### config.mk
export PLATFORM = sky130hd
export DESIGN_NAME = fc_sequencer
export DESIGN_NICKNAME = d
export VERILOG_FILES = /design/src/rtl/fc_sequencer.sv
export SDC_FILE = /design/constraint.sdc
export NUM_CORES = 1
export LEC_CHECK = 0
export BUFFER_PORTS_ARGS = -buffer_cell sky130_fd_sc_hd__buf_2
export CAP_MARGIN = 10
export CORE_MARGIN = 2
export CORE_UTILIZATION = 52
export CTS_CLUSTER_SIZE = 8
export DETAILED_ROUTE_END_ITERATION = 8
export GPL_TIMING_DRIVEN = 0
export PLACE_DENSITY = 0.75
export REMOVE_ABC_BUFFERS = 1
export SYNTH_ARGS = -nofsm -noshare
export SYNTH_HDL_FRONTEND = slang
export SYNTH_SLANG_ARGS = --single-unit
### constraint.sdc
create_clock -name clk -period 2.1 [get_ports clk]
set_input_delay 0.21 -clock clk [delete_from_list [all_inputs] [get_ports clk]]
set_output_delay 0.21 -clock clk [all_outputs]
set_load 0.005 [all_outputs]
### src/rtl/fc_sequencer.sv
// Handshake-driven sequencer for the FC1 -> tanh -> FC2 -> softmax back end.
// Drives per-stage resets/enables and weight addresses; all outputs are registered.
module fc_sequencer #(
  parameter int IN1     = 120,
  parameter int OUT1    = 84,
  parameter int ADDR_W  = 8,
  parameter int DRAIN   = 10,
  parameter int TIMEOUT = 1023
) (
  input  logic              clk,
  input  logic              reset,
  input  logic              start,
  input  logic              tanh_done,
  input  logic              smax_ack,
  output logic              fc1_reset,
  output logic              fc2_reset,
  output logic              tanh_reset,
  output logic              smax_enable,
  output logic [ADDR_W-1:0] addr1,
  output logic [ADDR_W-1:0] addr2,
  output logic              busy,
  output logic              done,
  output logic              error
);

  localparam int CNT_MAX = (TIMEOUT > DRAIN) ? TIMEOUT : DRAIN;
  localparam int CNT_W   = $clog2(CNT_MAX + 1);
  localparam logic [ADDR_W-1:0] PARK = {ADDR_W{1'b1}};

  typedef enum logic [3:0] {
    IDLE, FC1_RUN, FC1_DRAIN, TANH, FC2_RUN, FC2_DRAIN, SMAX, FIN, ERROR
  } state_t;

  state_t             state_q, state_d;
  logic [CNT_W-1:0]   cnt_q, cnt_d;
  logic [ADDR_W-1:0]  addr1_q, addr1_d, addr2_q, addr2_d;
  logic               fc1_reset_q, fc1_reset_d, fc2_reset_q, fc2_reset_d;
  logic               tanh_reset_q, tanh_reset_d, smax_enable_q, smax_enable_d;
  logic               busy_q, busy_d, done_q, done_d, error_q, error_d;
  logic               go_err;

  always_ff @(posedge clk or posedge reset) begin
    if (reset) begin
      state_q       <= IDLE;
      cnt_q         <= '0;
      addr1_q       <= '0;
      addr2_q       <= '0;
      fc1_reset_q   <= 1'b1;
      fc2_reset_q   <= 1'b1;
      tanh_reset_q  <= 1'b1;
      smax_enable_q <= 1'b0;
      busy_q        <= 1'b0;
      done_q        <= 1'b0;
      error_q       <= 1'b0;
    end else begin
      state_q       <= state_d;
      cnt_q         <= cnt_d;
      addr1_q       <= addr1_d;
      addr2_q       <= addr2_d;
      fc1_reset_q   <= fc1_reset_d;
      fc2_reset_q   <= fc2_reset_d;
      tanh_reset_q  <= tanh_reset_d;
      smax_enable_q <= smax_enable_d;
      busy_q        <= busy_d;
      done_q        <= done_d;
      error_q       <= error_d;
    end
  end

  // Outputs are computed for the state being entered, so they line up with state_q.
  always_comb begin
    state_d       = state_q;
    cnt_d         = cnt_q;
    addr1_d       = addr1_q;
    addr2_d       = addr2_q;
    fc1_reset_d   = fc1_reset_q;
    fc2_reset_d   = fc2_reset_q;
    tanh_reset_d  = tanh_reset_q;
    smax_enable_d = smax_enable_q;
    done_d        = 1'b0;
    error_d       = error_q;
    go_err        = 1'b0;

    case (state_q)
      IDLE, ERROR: begin
        if (start) begin
          state_d     = FC1_RUN;
          addr1_d     = '0;
          addr2_d     = '0;
          fc1_reset_d = 1'b0;
          error_d     = 1'b0;
        end
      end
      FC1_RUN: begin
        if (addr1_q == ADDR_W'(IN1 - 1)) begin
          state_d = FC1_DRAIN;
          addr1_d = PARK;
          cnt_d   = '0;
        end else begin
          addr1_d = addr1_q + 1'b1;
        end
      end
      FC1_DRAIN: begin
        if (cnt_q == CNT_W'(DRAIN - 1)) begin
          state_d      = TANH;
          cnt_d        = '0;
          tanh_reset_d = 1'b0;
        end else begin
          cnt_d = cnt_q + 1'b1;
        end
      end
      TANH: begin
        // The completion flag takes priority over a timeout in the same cycle.
        if (tanh_done) begin
          state_d     = FC2_RUN;
          addr2_d     = '0;
          fc2_reset_d = 1'b0;
        end else if (cnt_q == CNT_W'(TIMEOUT - 1)) begin
          go_err = 1'b1;
        end else begin
          cnt_d = cnt_q + 1'b1;
        end
      end
      FC2_RUN: begin
        if (addr2_q == ADDR_W'(OUT1 - 1)) begin
          state_d = FC2_DRAIN;
          addr2_d = PARK;
          cnt_d   = '0;
        end else begin
          addr2_d = addr2_q + 1'b1;
        end
      end
      FC2_DRAIN: begin
        if (cnt_q == CNT_W'(DRAIN - 1)) begin
          state_d       = SMAX;
          cnt_d         = '0;
          smax_enable_d = 1'b1;
        end else begin
          cnt_d = cnt_q + 1'b1;
        end
      end
      SMAX: begin
        if (smax_ack) begin
          state_d       = FIN;
          done_d        = 1'b1;
          fc1_reset_d   = 1'b1;
          fc2_reset_d   = 1'b1;
          tanh_reset_d  = 1'b1;
          smax_enable_d = 1'b0;
          addr1_d       = '0;
          addr2_d       = '0;
        end else if (cnt_q == CNT_W'(TIMEOUT - 1)) begin
          go_err = 1'b1;
        end else begin
          cnt_d = cnt_q + 1'b1;
        end
      end
      FIN:     state_d = IDLE;
      default: state_d = IDLE;
    endcase

    if (go_err) begin
      state_d       = ERROR;
      error_d       = 1'b1;
      fc1_reset_d   = 1'b1;
      fc2_reset_d   = 1'b1;
      tanh_reset_d  = 1'b1;
      smax_enable_d = 1'b0;
      addr1_d       = '0;
      addr2_d       = '0;
    end

    busy_d = (state_d != IDLE) && (state_d != ERROR);
  end

  assign fc1_reset   = fc1_reset_q;
  assign fc2_reset   = fc2_reset_q;
  assign tanh_reset  = tanh_reset_q;
  assign smax_enable = smax_enable_q;
  assign addr1       = addr1_q;
  assign addr2       = addr2_q;
  assign busy        = busy_q;
  assign done        = done_q;
  assign error       = error_q;

endmodule

==> metrics.md <==
| Metric | Value |
|---|---|
| Num Clock Sinks | 37 |
| Vias in the first global route | between 2000 and 2500 |
| Register-to-Register Path Depth | 7 |
| Final worst slack | -0.00155 ns |
| Most numerous cell in the Yosys netlist | dfrtp_1 |
| IR drop worst, VDD | approximately 350 µV |
| Leak | 1.40 nW |
| HP Class | input port to async pin |
| # diodes | 0 |
| Final period utilization | 1.00 |
| Post-Syn Area | between 2000 and 2500 µm² |
| WL per Instance | around 17 µm |
| Nets | about 330 |
| First drt pass iteration count | 4 |
| Via Count | roughly 2300 |
| RSZ-0062 raised after global routing | true |
| Max Clock Freq | approximately 480 MHz |
| Post-Syn Instances | between 200 and 300 |
| Post-synth ARST share | 1.00 |
| Largest net degree at the start of global routing | 22 |
| Startpoint Class | flip-flop |
| Crit-path max FO | 7 |
| Die width | slightly above 70 µm |
| Initial Util | 0.542 |
| Critical path class | flip-flop to flip-flop |
| Fin crit period | roughly 2.1 ns |
| Core Region | approximately 4400 µm² |
| Avg Vias per Cell | 6.22 |
| Cell area after layout | a little over 3000 µm² |
| Worst Path Arrival | about 2.3 ns |
| Die ar. | around 5000 µm² |
| Worst r2r dst | cnt_q[7] |
| Max layer used | met4 |
| CTS tree | yes |
| Area share of the largest cell type after synthesis | 0.361 |
| Critical Path RT | about 2.3 ns |
| Met1 wire length | around 2.7 mm |
| Crit path from | cnt_q[3] |
| Endpoints failing hold | 0 |
| Post-synth EDFFs | 0 |
| Share of cells above drive strength 1 | 0.341 |
| Slew Viols, Final | 0 |
| Worst-case clock buffer depth | 2 |
| Wire length on met2 | 3.09 mm |
| First-pass GRT wire length | approximately 9.5 mm |
| Dpl ws | -0.377 ns |
| Grt ovf | 0 |
| Worst setup EP type | flip-flop |
| Post-Syn Area per Cell | 9.11 µm² |
| Total global-route track usage | 0.234 |
| Dpl cell area | roughly 2500 µm² |
| 1st-iter DRT viols | roughly 190 |
| Clk_lat worst skew | roughly 0.30 ns |
| Max cap viols | 0 |
| Root Driver | clkbuf_8 |
| Cell taking the most area after synthesis | dfrtp_1 |
| Fill cells | ~310 |
| CTS buffer count | 5 |
| Failing checks | setup timing |
| RR Startpoint | cnt_q[3] |
| Initial antenna violation count | 0 |
| Seq/Total Area, Yosys | 0.394 |
| Final ANT Viol Nets | 0 |
| Synth Flop Type | dfrtp_1 |
| #FFs+latches synth | 37 |
| Synth top cells by count | dfrtp_1 (34), nand2_1 (26), nor2_1 (18) |
| Clock Pin Slew Worst Setup and Hold Paths | 0.08 ns |
| Std-Cell Rows | 24 |
| RePlAce Congestion | 0.847 |
| Synth area leaders | dfrtp_1 (36%), nand2_1 (4.1%), dfstp_2 (3.3%) |
| Critical Path End | cnt_q[7] |
| Worst Skew | 0.00913 ns |
| Register-to-register setup slack | -0.002 ns |
| PD cells | roughly 460 nW/µm² |
| DRT Wirelength | roughly 6.3 mm |
| Area delta synth->final | 28.8% |
| Status | finished with violations |
| Residual DRC count | 0 |
| Netlist cell types | between 60 and 70 |
| Chip height | roughly 71 µm |
| Hold_ws | roughly 0.020 ns |
| DR WL met3 | 369 µm |
| Yosys synthesis warning count | 0 |
| Port bufs | 27 |
| Worst-Margin Slew | 0.717 ns |
| Slew headroom | 0.521 |
| H-tree lvl count | 2 |
| Utilization after layout | 0.697 |
| Final Setup Violations | 1 |
| Top-Level Pins | 28 |
| HPWL Detailed | between 3 and 4 mm |
==> power by group <==
part	internal [mW]	total (mW)	leakage, nW	switching [mW]
sequential	0.712	0.712	0.427	0
clock	0.387	0.649	0.0585	0.262
combinational	0.00957	0.0304	0.917	0.0208
total	1.11	1.39	1.40	0.282
==> stage by stage <==
step	TNS [ns]	instances	power, mW
after floorplan	0	251	0.739
after global placement	-4.04	330	0.750
after detailed placement	-5.08	331	0.757
after CTS	0	351	1.40
after global routing	-0.388	372	1.43
final	-0.00155	372	1.39
==> worst max-delay path, cell delays in order (launching register included) <==
cell and delay, ns:
dfrtp_1 0.45, or3b_2 0.52, a2111oi_4 0.37, buf_4 0.18, a2111oi_4 0.04, nand4_1 0.17
buf_6 0.14, o221ai_1 0.11
==> layer usage <==
metal / vias up / global-route usage
met3: 22 / 0.0549
met1: 1101 / 0.301
li1: 1097 / -
met2: 95 / 0.383
met4: 0 / 0.0881
met5: - / 0
==> what timing repair did <==
| item | 4_1_cts | 5_1_grt |
|---|---|---|
| hold buffers | 0 | 0 |
| gates cloned | 0 | 0 |
| resized for setup | 18 | 16 |
| setup endpoints to repair | 29 | 23 |
| pin swaps | 9 | 6 |
| setup buffers | 12 | 21 |
==> layout make-up <==
cell class / instances / area (µm²) / share of cell area
sequential: 37 / 940 / 0.309
clock buffer: 7 / 86.3 / 0.0284
multi-input combinational: 199 / 1430 / 0.472
inverter: 15 / 56.3 / 0.0185
timing repair buffer: 61 / 427 / 0.141
clock inverter: 1 / 30.0 / 0.00989
tap: 52 / 65.1 / 0.0214
==> kinds of logic (layout without fill, tap and decap cells) <==
family / after synthesis / after routing / share of synthesized area
compound gates: 79 / 79 / 0.258
xor+xnor: 2 / 2 / 0.00743
fa+ha+maj: 5 / 5 / 0.0265
buf+inv: 23 / 84 / 0.0424
flops: 37 / 37 / 0.394
mux: 3 / 3 / 0.0133
simple gates: 110 / 110 / 0.258
==> flip-flops by register name (all words and copies together), names as in the netlist <==
register and cells:
smax_enable 1, addr2 8, tanh_reset 1, error 1, busy 1, state_q 4, fc2_reset 1, addr1 8
cnt_q 10, fc1_reset 1, done 1
==> worst min-delay path by stage <==
| stage | cells past startpoint | startpoint | slack [ns] | to |
|---|---|---|---|---|
| after floorplan | 1 | tanh_done | 0.28 | fc2_reset |
| after global placement | 2 | error | 0.46 | error |
| after detailed placement | 2 | reset | 0.37 | state_q[1] |
| after CTS | 2 | reset | 0.05 | addr2[5] |
| after global routing | 2 | reset | 0.1 | state_q[1] |
| final | 2 | reset | 0.02 | state_q[3] |
==> cell usage in the layout, fill, tap and decap left out, types with 3 or more instances in the layout <==
| master | synthesis | final |
|---|---|---|
| dfstp_2 | 3 | 3 |
| or2_2 | 3 | 3 |
| dfrtp_1 | 34 | 28 |
| o2bb2ai_1 | 4 | 4 |
| nor3_1 | 6 | 5 |
| o21ai_0 | 13 | 12 |
| clkbuf_8 | 0 | 6 |
| o211ai_1 | 4 | 4 |
| a31oi_1 | 4 | 4 |
| nor2b_1 | 5 | 4 |
| ha_1 | 5 | 5 |
| nand2b_1 | 5 | 5 |
| dfrtp_2 | 0 | 5 |
| o221ai_1 | 3 | 3 |
| nand2_1 | 26 | 23 |
| a21o_1 | 8 | 8 |
| nand4_1 | 5 | 5 |
| nor2_1 | 18 | 17 |
| inv_1 | 15 | 13 |
| o22ai_1 | 3 | 3 |
| nand2_2 | 0 | 3 |
| nand3b_1 | 4 | 4 |
| nand3_1 | 15 | 14 |
| o2111ai_1 | 3 | 3 |
| a21oi_1 | 7 | 7 |
| buf_4 | 2 | 31 |
| a22o_1 | 5 | 5 |
| and3_1 | 5 | 4 |
| buf_2 | 5 | 27 |
Note: power is estimated with default switching activity, not from simulation.
